File: src/rtl/command_decoder_if.sv
// Byte-stream input and decoded-command output channel of the command decoder.
// master = byte source / command consumer, slave = decoder.
interface command_decoder_if;
   logic [7:0] rx_data;
   logic       rx_valid;
   logic       rx_ready;
   logic       cmd_ack;
   logic       ValidSignal;
   logic [7:0] AmountSignal;
   logic       onSignal;
   logic       offSignal;
   logic       increaseSignal;
   logic       decreaseSignal;

   modport master (
      output rx_data, rx_valid, cmd_ack,
      input  rx_ready, ValidSignal, AmountSignal,
      input  onSignal, offSignal, increaseSignal, decreaseSignal
   );

   modport slave (
      input  rx_data, rx_valid, cmd_ack,
      output rx_ready, ValidSignal, AmountSignal,
      output onSignal, offSignal, increaseSignal, decreaseSignal
   );
endinterface

File: src/rtl/command_decoder.sv
// Framed command decoder: HEADER, OPCODE, AMOUNT[, CHK] -> held command until cmd_ack.
// Optional checksum byte enabled by defining CMD_DECODER_CHECKSUM_EN.
//
// state    | meaning
// HUNT     | discard bytes until HEADER
// OPCODE   | expect opcode byte, upper nibble must be zero
// AMOUNT   | expect amount byte
// CHECK    | expect HEADER^OPCODE^AMOUNT (checksum build only)
// HOLD     | command presented, wait for cmd_ack
module command_decoder #(
   parameter int           TIMEOUT_CYCLES = 1000,
   parameter logic [7:0]   HEADER         = 8'hA5
) (
   input  logic               clk,
   input  logic               rst,
   command_decoder_if.slave   bus,
   output logic               frame_error,
   output logic [7:0]         err_count
);

   localparam int TMR_W = (TIMEOUT_CYCLES > 1) ? $clog2(TIMEOUT_CYCLES + 1) : 1;
   localparam logic [TMR_W-1:0] TMR_LOAD = TMR_W'(TIMEOUT_CYCLES - 1);

   typedef enum logic [2:0] {
      S_HUNT   = 3'd0,
      S_OPCODE = 3'd1,
      S_AMOUNT = 3'd2,
`ifdef CMD_DECODER_CHECKSUM_EN
      S_CHECK  = 3'd3,
`endif
      S_HOLD   = 3'd4
   } state_t;

   state_t           state;
   state_t           state_nxt;
   logic             accept;
   logic             in_frame;
   logic             err_evt;
   logic             op_ld;
   logic             amt_ld;
   logic [TMR_W-1:0] tmr;
   logic             tmr_zero;
   logic [3:0]       op_q;
   logic [7:0]       amt_q;
   logic             hold;

   assign accept   = bus.rx_valid && bus.rx_ready;
   assign tmr_zero = (tmr == '0);
   assign hold     = (state == S_HOLD);
   assign in_frame = (state != S_HUNT) && (state != S_HOLD);

`ifdef CMD_DECODER_CHECKSUM_EN
   logic [7:0] chk;
   assign chk = HEADER ^ {4'd0, op_q} ^ amt_q;
`endif

   always_ff @(posedge clk) begin
      if (rst) begin
         state <= S_HUNT;
      end else begin
         state <= state_nxt;
      end
   end

   always_comb begin
      state_nxt = state;
      err_evt   = 1'b0;
      op_ld     = 1'b0;
      amt_ld    = 1'b0;
      case (state)
         S_HUNT: begin
            if (accept && (bus.rx_data == HEADER)) begin
               state_nxt = S_OPCODE;
            end
         end
         S_OPCODE: begin
            if (accept) begin
               if (bus.rx_data[7:4] != 4'd0) begin
                  err_evt   = 1'b1;
                  state_nxt = S_HUNT;
               end else begin
                  op_ld     = 1'b1;
                  state_nxt = S_AMOUNT;
               end
            end else if (tmr_zero) begin
               err_evt   = 1'b1;
               state_nxt = S_HUNT;
            end
         end
         S_AMOUNT: begin
            if (accept) begin
               amt_ld    = 1'b1;
`ifdef CMD_DECODER_CHECKSUM_EN
               state_nxt = S_CHECK;
`else
               state_nxt = S_HOLD;
`endif
            end else if (tmr_zero) begin
               err_evt   = 1'b1;
               state_nxt = S_HUNT;
            end
         end
`ifdef CMD_DECODER_CHECKSUM_EN
         S_CHECK: begin
            if (accept) begin
               if (bus.rx_data == chk) begin
                  state_nxt = S_HOLD;
               end else begin
                  err_evt   = 1'b1;
                  state_nxt = S_HUNT;
               end
            end else if (tmr_zero) begin
               err_evt   = 1'b1;
               state_nxt = S_HUNT;
            end
         end
`endif
         S_HOLD: begin
            if (bus.cmd_ack) begin
               state_nxt = S_HUNT;
            end
         end
         default: begin
            state_nxt = S_HUNT;
         end
      endcase
   end

   always_comb begin
      bus.rx_ready       = !hold;
      bus.ValidSignal    = hold;
      bus.AmountSignal   = hold ? amt_q : 8'd0;
      bus.onSignal       = hold && op_q[0];
      bus.offSignal      = hold && op_q[1];
      bus.increaseSignal = hold && op_q[2];
      bus.decreaseSignal = hold && op_q[3];
   end

   // Reload on every accepted byte; timeout fires on the TIMEOUT_CYCLES-th idle cycle.
   always_ff @(posedge clk) begin
      if (rst) begin
         tmr <= '0;
      end else if (accept) begin
         tmr <= TMR_LOAD;
      end else if (!in_frame) begin
         tmr <= '0;
      end else if (!tmr_zero) begin
         tmr <= tmr - TMR_W'(1);
      end
   end

   always_ff @(posedge clk) begin
      if (rst) begin
         op_q  <= 4'd0;
         amt_q <= 8'd0;
      end else begin
         if (op_ld) begin
            op_q <= bus.rx_data[3:0];
         end
         if (amt_ld) begin
            amt_q <= bus.rx_data;
         end
      end
   end

   always_ff @(posedge clk) begin
      if (rst) begin
         frame_error <= 1'b0;
         err_count   <= 8'd0;
      end else begin
         frame_error <= err_evt;
         if (err_evt && (err_count != 8'hFF)) begin
            err_count <= err_count + 8'd1;
         end
      end
   end

endmodule

File: src/flat_wrapper.sv
// flat-port wrapper written by rule: the top's interface ports become plain ports
module command_decoder_flat 
#(
   parameter int           TIMEOUT_CYCLES = 1000,
   parameter logic [7:0]   HEADER         = 8'hA5
)
  (clk, rst, frame_error, err_count, bus_rx_data, bus_rx_valid, bus_cmd_ack, bus_rx_ready, bus_ValidSignal, bus_AmountSignal, bus_onSignal, bus_offSignal, bus_increaseSignal, bus_decreaseSignal);
  command_decoder_if bus_i ();
  input  logic clk;
  input  logic rst;
  output logic frame_error;
  output logic [7:0] err_count;
  input wire logic [$bits(bus_i.rx_data)-1:0] bus_rx_data;
  input wire logic [$bits(bus_i.rx_valid)-1:0] bus_rx_valid;
  input wire logic [$bits(bus_i.cmd_ack)-1:0] bus_cmd_ack;
  output wire logic [$bits(bus_i.rx_ready)-1:0] bus_rx_ready;
  output wire logic [$bits(bus_i.ValidSignal)-1:0] bus_ValidSignal;
  output wire logic [$bits(bus_i.AmountSignal)-1:0] bus_AmountSignal;
  output wire logic [$bits(bus_i.onSignal)-1:0] bus_onSignal;
  output wire logic [$bits(bus_i.offSignal)-1:0] bus_offSignal;
  output wire logic [$bits(bus_i.increaseSignal)-1:0] bus_increaseSignal;
  output wire logic [$bits(bus_i.decreaseSignal)-1:0] bus_decreaseSignal;
  assign bus_i.rx_data = bus_rx_data;
  assign bus_i.rx_valid = bus_rx_valid;
  assign bus_i.cmd_ack = bus_cmd_ack;
  assign bus_rx_ready = bus_i.rx_ready;
  assign bus_ValidSignal = bus_i.ValidSignal;
  assign bus_AmountSignal = bus_i.AmountSignal;
  assign bus_onSignal = bus_i.onSignal;
  assign bus_offSignal = bus_i.offSignal;
  assign bus_increaseSignal = bus_i.increaseSignal;
  assign bus_decreaseSignal = bus_i.decreaseSignal;
  command_decoder #(.TIMEOUT_CYCLES(TIMEOUT_CYCLES), .HEADER(HEADER)) u_core (.clk(clk), .rst(rst), .bus(bus_i), .frame_error(frame_error), .err_count(err_count));
endmodule
File: config.mk
export PLATFORM = sky130hd
export DESIGN_NAME = command_decoder_flat
export DESIGN_NICKNAME = d
export VERILOG_FILES = /design/src/rtl/command_decoder_if.sv /design/src/rtl/command_decoder.sv /design/src/flat_wrapper.sv
export SDC_FILE = /design/constraint.sdc
export NUM_CORES = 1
export LEC_CHECK = 0
export CORE_UTILIZATION = 50
export DETAILED_ROUTE_END_ITERATION = 10
export PLACE_DENSITY = 0.76
export SLEW_MARGIN = 20
export SYNTH_ARGS = -nofsm -noshare
export SYNTH_HDL_FRONTEND = slang
export SYNTH_SLANG_ARGS = --single-unit
File: constraint.sdc
create_clock -name clk -period 2.9 [get_ports clk]
set_input_delay 0.435 -clock clk [delete_from_list [all_inputs] [get_ports clk]]
set_output_delay 0.435 -clock clk [all_outputs]
set_load 0.05 [all_outputs]
-- Yosys cells after proc, flatten, opt, wreduce, memory -nomap -nowiden
Cells that the tools add are included.
- bits in registers: 34
- output and inout port bits: 23
- bits of input ports: 12
- logic and storage cells: 55
- add/sub/neg operators: 2
- bitwise logic cells: 1
- reduce and logical (&&, ||, !) cells: 15
- multiplexer cells: 21
- equality and inequality tests: 9
- operators by type and width (cell ; number):
    $mux 10 ; 3
    $mux 3 ; 5
    $pmux 3 s4 ; 1
    $logic_not 10->1 ; 1
    $sub 10x1->10 const B ; 1
    $mux 1 ; 9
    $add 8x1->8 const B ; 1
    $eq 8x8->1 const B ; 1
    $logic_and 1x1->1 ; 8
    $mux 8 ; 1
    $ne 8x8->1 const B ; 1
    $reduce_bool 4->1 ; 1
    $eq 3x1->1 const B ; 1
    $eq 3x2->1 const B ; 1
    $eq 3x3->1 const B ; 1
    $logic_not 3->1 ; 1
    $ne 3x2->1 const B ; 1
    $ne 3x3->1 const B ; 1
    $reduce_bool 3->1 ; 1
    $reduce_or 3->1 ; 1
    $mux 2 ; 1
    $ne 2x1->1 const B ; 1
    $ne 2x2->1 const B ; 1
    $pmux 1 s2 ; 1
    3 further kinds ; 3

-- Logic depth before layout (Yosys ltp)
Gate-level depths: netlist of run 1.
- word-level depth: 6
- gate-level depth with buffers: 9
- gate-level depth less buffers: 8

-- Worst setup path before layout of run 1
OpenSTA, ideal clock, no wires.
- path kind: register to output
- from: register u_core.state[2]
- to: output bus_AmountSignal[0]
- data required time: 2.465 ns
- buffers on the path: 1
- path slack: 0.629 ns
- stages on the path, launching flop included: 4
- data arrival time: 1.836 ns
- path through: dfxtp_1 > nor3b_2 > clkbuf_1 > and2_1
- longest elaborated chain between the ends: 2
- ends and longest elaborated chain (element ; line ; source):
    from (decl) ; command_decoder.sv:34 ; state_t state;
    from (signal assigned) ; command_decoder.sv:61 ; state <= state_nxt;
    $eq 3x3->1 ; command_decoder.sv:49 ; assign hold = (state == S_HOLD);
    named net bus_ValidSignal ; flat_wrapper.sv:17 ; output wire logic [$bits(bus_i.ValidSignal)-1:0] bus_ValidSignal;
    $mux 8 ; command_decoder.sv:132 ; bus.AmountSignal = hold ? amt_q : 8'd0;
    to (decl) ; flat_wrapper.sv:18 ; output wire logic [$bits(bus_i.AmountSignal)-1:0] bus_AmountSignal;
The timed path passes the listed nets, and every way through them passes these cells.

-- Final worst setup path of run 1
- from: register u_core.state[2]
- to: output bus_onSignal
- longest elaborated chain between the ends: 2
- ends and longest elaborated chain (element ; line ; source):
    $eq 3x3->1 ; command_decoder.sv:49 ;
    $logic_and 1x1->1 ; command_decoder.sv:133 ; bus.onSignal = hold && op_q[0];
    to (decl) ; flat_wrapper.sv:19 ; output wire logic [$bits(bus_i.onSignal)-1:0] bus_onSignal;
No other way between the ends.

==> results of run 1 <==
-- area by class of cell --
type	instances	area (um2)
fill	284	1160
multi-input combinational	145	996
clock inverter	2	12.5
tap	46	57.6
timing repair buffer	37	363
inverter	4	15.0
sequential	34	681
clock buffer	6	51.3
-- sequential cells by signal, summed over array words and instances, names as in the netlist --
signal              cells
u_core.state            3
u_core.amt_q            8
u_core.tmr             10
u_core.err_count        8
u_core.frame_error      1
u_core.op_q             4
-- logic make-up (layout without fill, tap and decap cells) --
family | count (synthesis) | in the layout | synth area share [%]
buffers and inverters | 14 | 49 | 3.73
AO/OA/AOI/OAI | 31 | 31 | 12.1
adder cells (fa/ha/maj) | 3 | 3 | 2.16
AND/OR/NAND/NOR | 89 | 89 | 30.7
XOR/XNOR | 8 | 8 | 4.02
flip-flops | 34 | 34 | 39.1
multiplexers | 14 | 14 | 8.12
-- worst paths after layout --
check | cells after the start | startpoint | slack (ns) | endpoint
worst max-delay path | 4 | u_core.state[2]$_SDFFE_PP0P_ | 0.27 | bus_onSignal
worst min register to register | 2 | u_core.op_q[2]$_SDFFE_PP0P_ | 0.50 | u_core.op_q[2]$_SDFFE_PP0P_
worst max register to register | 7 | u_core.state[1]$_SDFFE_PP0P_ | 0.84 | u_core.err_count[7]$_SDFFE_PP0P_
worst min-delay path | 2 | u_core.op_q[2]$_SDFFE_PP0P_ | 0.50 | u_core.op_q[2]$_SDFFE_PP0P_
-- stage by stage --
| step | total power, mW | util [%] | setup WS (ns) | std cells |
|---|---|---|---|---|
| finish | 0.838 | 65.2 | 0.274 | 274 |
| global route | 0.875 | 65.2 | 0.108 | 274 |
| CTS | 0.849 | 65.2 | 0.238 | 274 |
| detailed placement | 0.569 | 63.3 | 0.646 | 266 |
| global placement | 0.567 | 63.3 | 0.641 | 266 |
| floorplan | 0.540 | - | 0.629 | 193 |
-- power breakdown --
group	internal [mW]	total, mW	leakage (nW)	switching, mW
combinational	0.0382	0.0779	0.520	0.0396
clock	0.116	0.280	0.0343	0.163
sequential	0.473	0.480	0.276	0.00733
-- metal layers --
metal / wire length, um / GRT usage [%] / share of wire (%) / up-vias
met5: 0 / 0 / 0 / -
met4: 51 / 7.79 / 1.4 / 0
met3: 146 / 7.56 / 4.1 / 6
met2: 1590 / 32.1 / 45 / 31
met1: 1760 / 27.7 / 50 / 690
li1: - / - / - / 735
-- worst max-delay path: stages, from the launching register on --
cell and delay, ns:
dfxtp_1 0.49, nor3b_2 0.21, buf_4 0.20, and2_1 0.14, clkdlybuf4s50_1 0.80
-- cell usage in the layout, fill, tap and decap left out, drive strengths merged, types with 2 or more instances in the layout --
cell type	Yosys	routed
clkdlybuf4s50	0	34
dfxtp	34	34
nor2	25	25
nand2	17	17
a21oi	16	16
mux2i	13	13
and2	12	12
o21ai	6	6
clkbuf	4	6
xor2	5	5
inv	4	4
nand3	4	4
nor3	4	4
xnor2	3	3
or3	3	3
ha	3	3
buf	6	3
nor3b	3	3
nand2b	3	3
nor2b	2	2
nand3b	2	2
and3	2	2
or4	2	2
nor4	2	2
==> flow_summary_export.csv, run 1 <==
group,metric,value,unit
grt,first_global_vias,1275,
sta,worstMarginPinSlew,0.585,ns
synth,synth_ff_type,"dfxtp_1",
detailed_routing,first_pass_iters,4,
placed_design,place_hpwl,2570,um
synth,synth-seq-cells,34,
detailed_routing,drc,0,
sta,setup_violations,0,
detailed_routing,wl_per_cell,12.9,um
clocking,cts-root-buf,"clkbuf_4",
worst_hold_path,min_path_type,"register to register",
sta,holdWs,0.504,ns
sta,finalCriticalPeriod,2.63,ns
setup_path,crit_type,"register to primary output",
sta,slew-limit-headroom,60.9,%
power_and_ir_drop,power.density,385,nW/um2
clocking,cts-resized-gates,0,
floorplanning,die-height,61.0,um
floorplanning,start_util,52.2,%
clocking,ctsHoldBuffers,0,
sta,rsz0062_at_grt,"no",
setup_path,start_kind,"register",
clocking,cts.sinks,34,
setup_path,cp.required,2.47,ns
synth,synth_area_leaders,"dfxtp_1, mux2i_1, nor2_1",
synth,async_reset_ff_share,0,%
placed_design,dpl-instance-area,2110,um2
floorplanning,rows,21,
sta,finalCritPeriodShare,90.6,%
layout,nNetsFinal,242,
layout,layout-drive-gt1-share,9.21,%
synth,synth.distinct_cells,48,
clocking,post_cts_buffers,0,
synth,synth-seq-area-share,39.1,%
synth,yosys-top-cells-count,"dfxtp_1, nor2_1, a21oi_1, nand2_1, mux2i_1",
synth,synth_top_cell_by_area,"dfxtp_1",
placed_design,place.gp.congestion,0.726,
layout,area_delta_synth_final,24.9,%
sta,hold_viol,0,
synth,synth_nets,208,
synth,synthCells,193,
detailed_routing,vias_per_cell,5.34,
synth,yosys_warnings,0,
synth,syn_avg_cell_area,9.02,um2
setup_path,worst_setup_path_end_kind,"primary output",
sta,maxSlewViolCount,0,
grt,antenna_found_initial,0,
setup_path,cp_max_fo,15,
run_status,status,"completed",
power_and_ir_drop,p_leak,0.830,nW
grt,overflow,0,
floorplanning,core,3340,um2
synth,synth_edf_count,0,
sta,max_freq,381,MHz
placed_design,portBuffers,34,
floorplanning,die-area,3720,um2
clocking,cts_made_buffers,5,
setup_path,cp.arrival,2.19,ns
detailed_routing,vias,1462,
clocking,cts_buffer_depth,2,
job,cap_viol_max_count,0,
synth,synth.top_cell.area_share,39.1,%
sta,setup_tns,0,ns
detailed_routing,drtIter0Drc,53,
detailed_routing,wl,3550,um
layout,antennaDiodeCount,0,
synth,synth.most_common_cell,"dfxtp_1",
synth,netlist_area,1740,um2
clocking,worstSkewPairLatency,0.34,ns
grt,track_usage,21.1,%
detailed_routing,drtAntennaViolNets,0,
sta,fin_skew,0.0139,ns
floorplanning,die_w,61.0,um
layout,stdcell_area,2180,um2
grt,grt_pass1_wl,5690,um
clocking,clk_pin_slew,0.10,ns
clocking,cts_htree_levels,2,
grt,grt_max_degree,21,
clocking,cts_tree,"yes",
power_and_ir_drop,vdd_drop_max,0.000248,V
floorplanning,boundaryPins,35,
Power figures use the tool's default switching activity.
==> inputs of run 2 (changes only) <==
--- a/config.mk
+++ b/config.mk
@@ -5,6 +5,7 @@
 export SDC_FILE = /design/constraint.sdc
 export NUM_CORES = 1
 export LEC_CHECK = 0
+export ABC_CLOCK_PERIOD_IN_PS = 2900
 export CORE_UTILIZATION = 50
 export DETAILED_ROUTE_END_ITERATION = 10
 export PLACE_DENSITY = 0.76
==> results of run 2 <==
Final layout, timing and power as in run 1 (identical DEF).
==> inputs of run 3 (changes only) <==
--- a/config.mk
+++ b/config.mk
@@ -5,11 +5,10 @@
 export SDC_FILE = /design/constraint.sdc
 export NUM_CORES = 1
 export LEC_CHECK = 0
-export ABC_CLOCK_PERIOD_IN_PS = 2900
 export CORE_UTILIZATION = 50
 export DETAILED_ROUTE_END_ITERATION = 10
 export PLACE_DENSITY = 0.76
-export SLEW_MARGIN = 20
+export SLEW_MARGIN = 0
 export SYNTH_ARGS = -nofsm -noshare
 export SYNTH_HDL_FRONTEND = slang
 export SYNTH_SLANG_ARGS = --single-unit
==> results of run 3 <==
Final layout, timing and power as in run 1 (identical DEF).
==> variant: new RTL, flow settings as in run 1 <==
Add a define of `CMD_DECODER_CHECKSUM_EN`.
--- a/src/rtl/command_decoder.sv
+++ b/src/rtl/command_decoder.sv
@@ -9,2 +9,4 @@
 // HOLD     | command presented, wait for cmd_ack
+`define CMD_DECODER_CHECKSUM_EN
+
 module command_decoder #(
Formal check against the unedited RTL: not equivalent (Yosys sat finds a counterexample within 4 cycles, from zero or initial values and one cycle with rst high).
==> variant against run 1 <==
  * Design area rose by 17%
  * Core utilization is 3.7 points higher
  * Area after synthesis up 11%
  * Total power grew 19%
  * Sequential power about the same
  * Wire length increased by 14%
  * Worst setup slack improved by 72 ps
  * Sequential cell count unchanged
  * Hold slack improved by 14 ps
==> variant: results (changes against run 1) <==
The run gives 517 ps (+13.7 ps) as the worst hold-check slack. Number of DRC markers in iteration 0: 87 (+64%). Peak fanout along the critical path: 11 (-4).

The post-synth net total was 236 (+13%); the fraction of layout cells with a size suffix above 1 was 0.137 (+0.0451). The met3 layer wire length in the routed design is 140 um (-4.1%). Worst hold endpoint: u_core.err_count[7].

The worst register-to-register path begins at u_core.tmr[0]. The worst slew margin relative to its limit came out at 0.487 (-0.123). The critical hold path startpoint was u_core.err_count[7]. The tools report the met1 usage as 0.260 (-0.0170). Master cell of the clock root buffer: sky130_fd_sc_hd__clkbuf_8. The tools report the capture point of the critical path as u_core.err_count[5].

The via count of the first global-routing pass is 1529 (+20%). The post-detailed-placement half-perimeter wirelength came out at 2.99 mm (+16%). The delay contributed by the slowest stage of the critical path is 560 ps (-240 ps), and the wire length on met1 is 1.86 mm (+5.5%).

The run gives 6.96 mm (+22%) as the wire length of the first global-routing pass. The routed length per instance is 13.4 um (+3.5%), and the number of nets in the layout is 269 (+11%). The met3 routing resource usage after global routing is 0.0607 (-0.0149), and the final weighted congestion in routability-driven placement is 0.831 (+15%).

In this run the critical register-to-register path is captured at u_core.err_count[3]. For the insertion delay of the later-clocked pin in the worst-skew pair, the log shows 280 ps (-60 ps). The run gives 0.000268 V (+8.1%) as the maximum VDD drop. The run finished with clean final reports.

The tools report the critical path arrival as 2730 ps (+540 ps). Setup slack of the most critical reg-to-reg path: 570 ps (-270 ps). The commonest cells after synthesis are sky130_fd_sc_hd__dfxtp_1 (34), sky130_fd_sc_hd__nor2_1 (24), sky130_fd_sc_hd__nand2_1 (19).
## variant: stage by stage
step | worst slack (ps) | instances | cell area [um^2] | total power [mW]
after CTS | 363 | 303 | 2540 | 1.01
after detailed placement | 102 | 295 | 2430 | 0.582
final | 345 | 303 | 2540 | 0.997
after floorplan | 501 | 221 | 1940 | 0.547
after global placement | 136 | 295 | 2430 | 0.580
after global routing | 193 | 303 | 2540 | 1.05
## variant: kinds of logic after synthesis
| group | share of synthesized area |
|---|---|
| xor gates and xnor gates | 0.0928 |
| DFF | 0.351 |
| and+or+nand+nor | 0.302 |
| muxes | 0.0954 |
| adders and majority gates | 0.0193 |
| buffers and inverters | 0.0438 |
| AOI/OAI and AO/OA | 0.0961 |
## variant: cell type report
type,count,area (um^2)
clock buffer,5,68.8
clock inverter,3,40.0
multi-input combinational,167,1170
timing repair buffer,38,485
sequential,34,681
tap,48,60.1
fill,294,1150
inverter,8,30.0
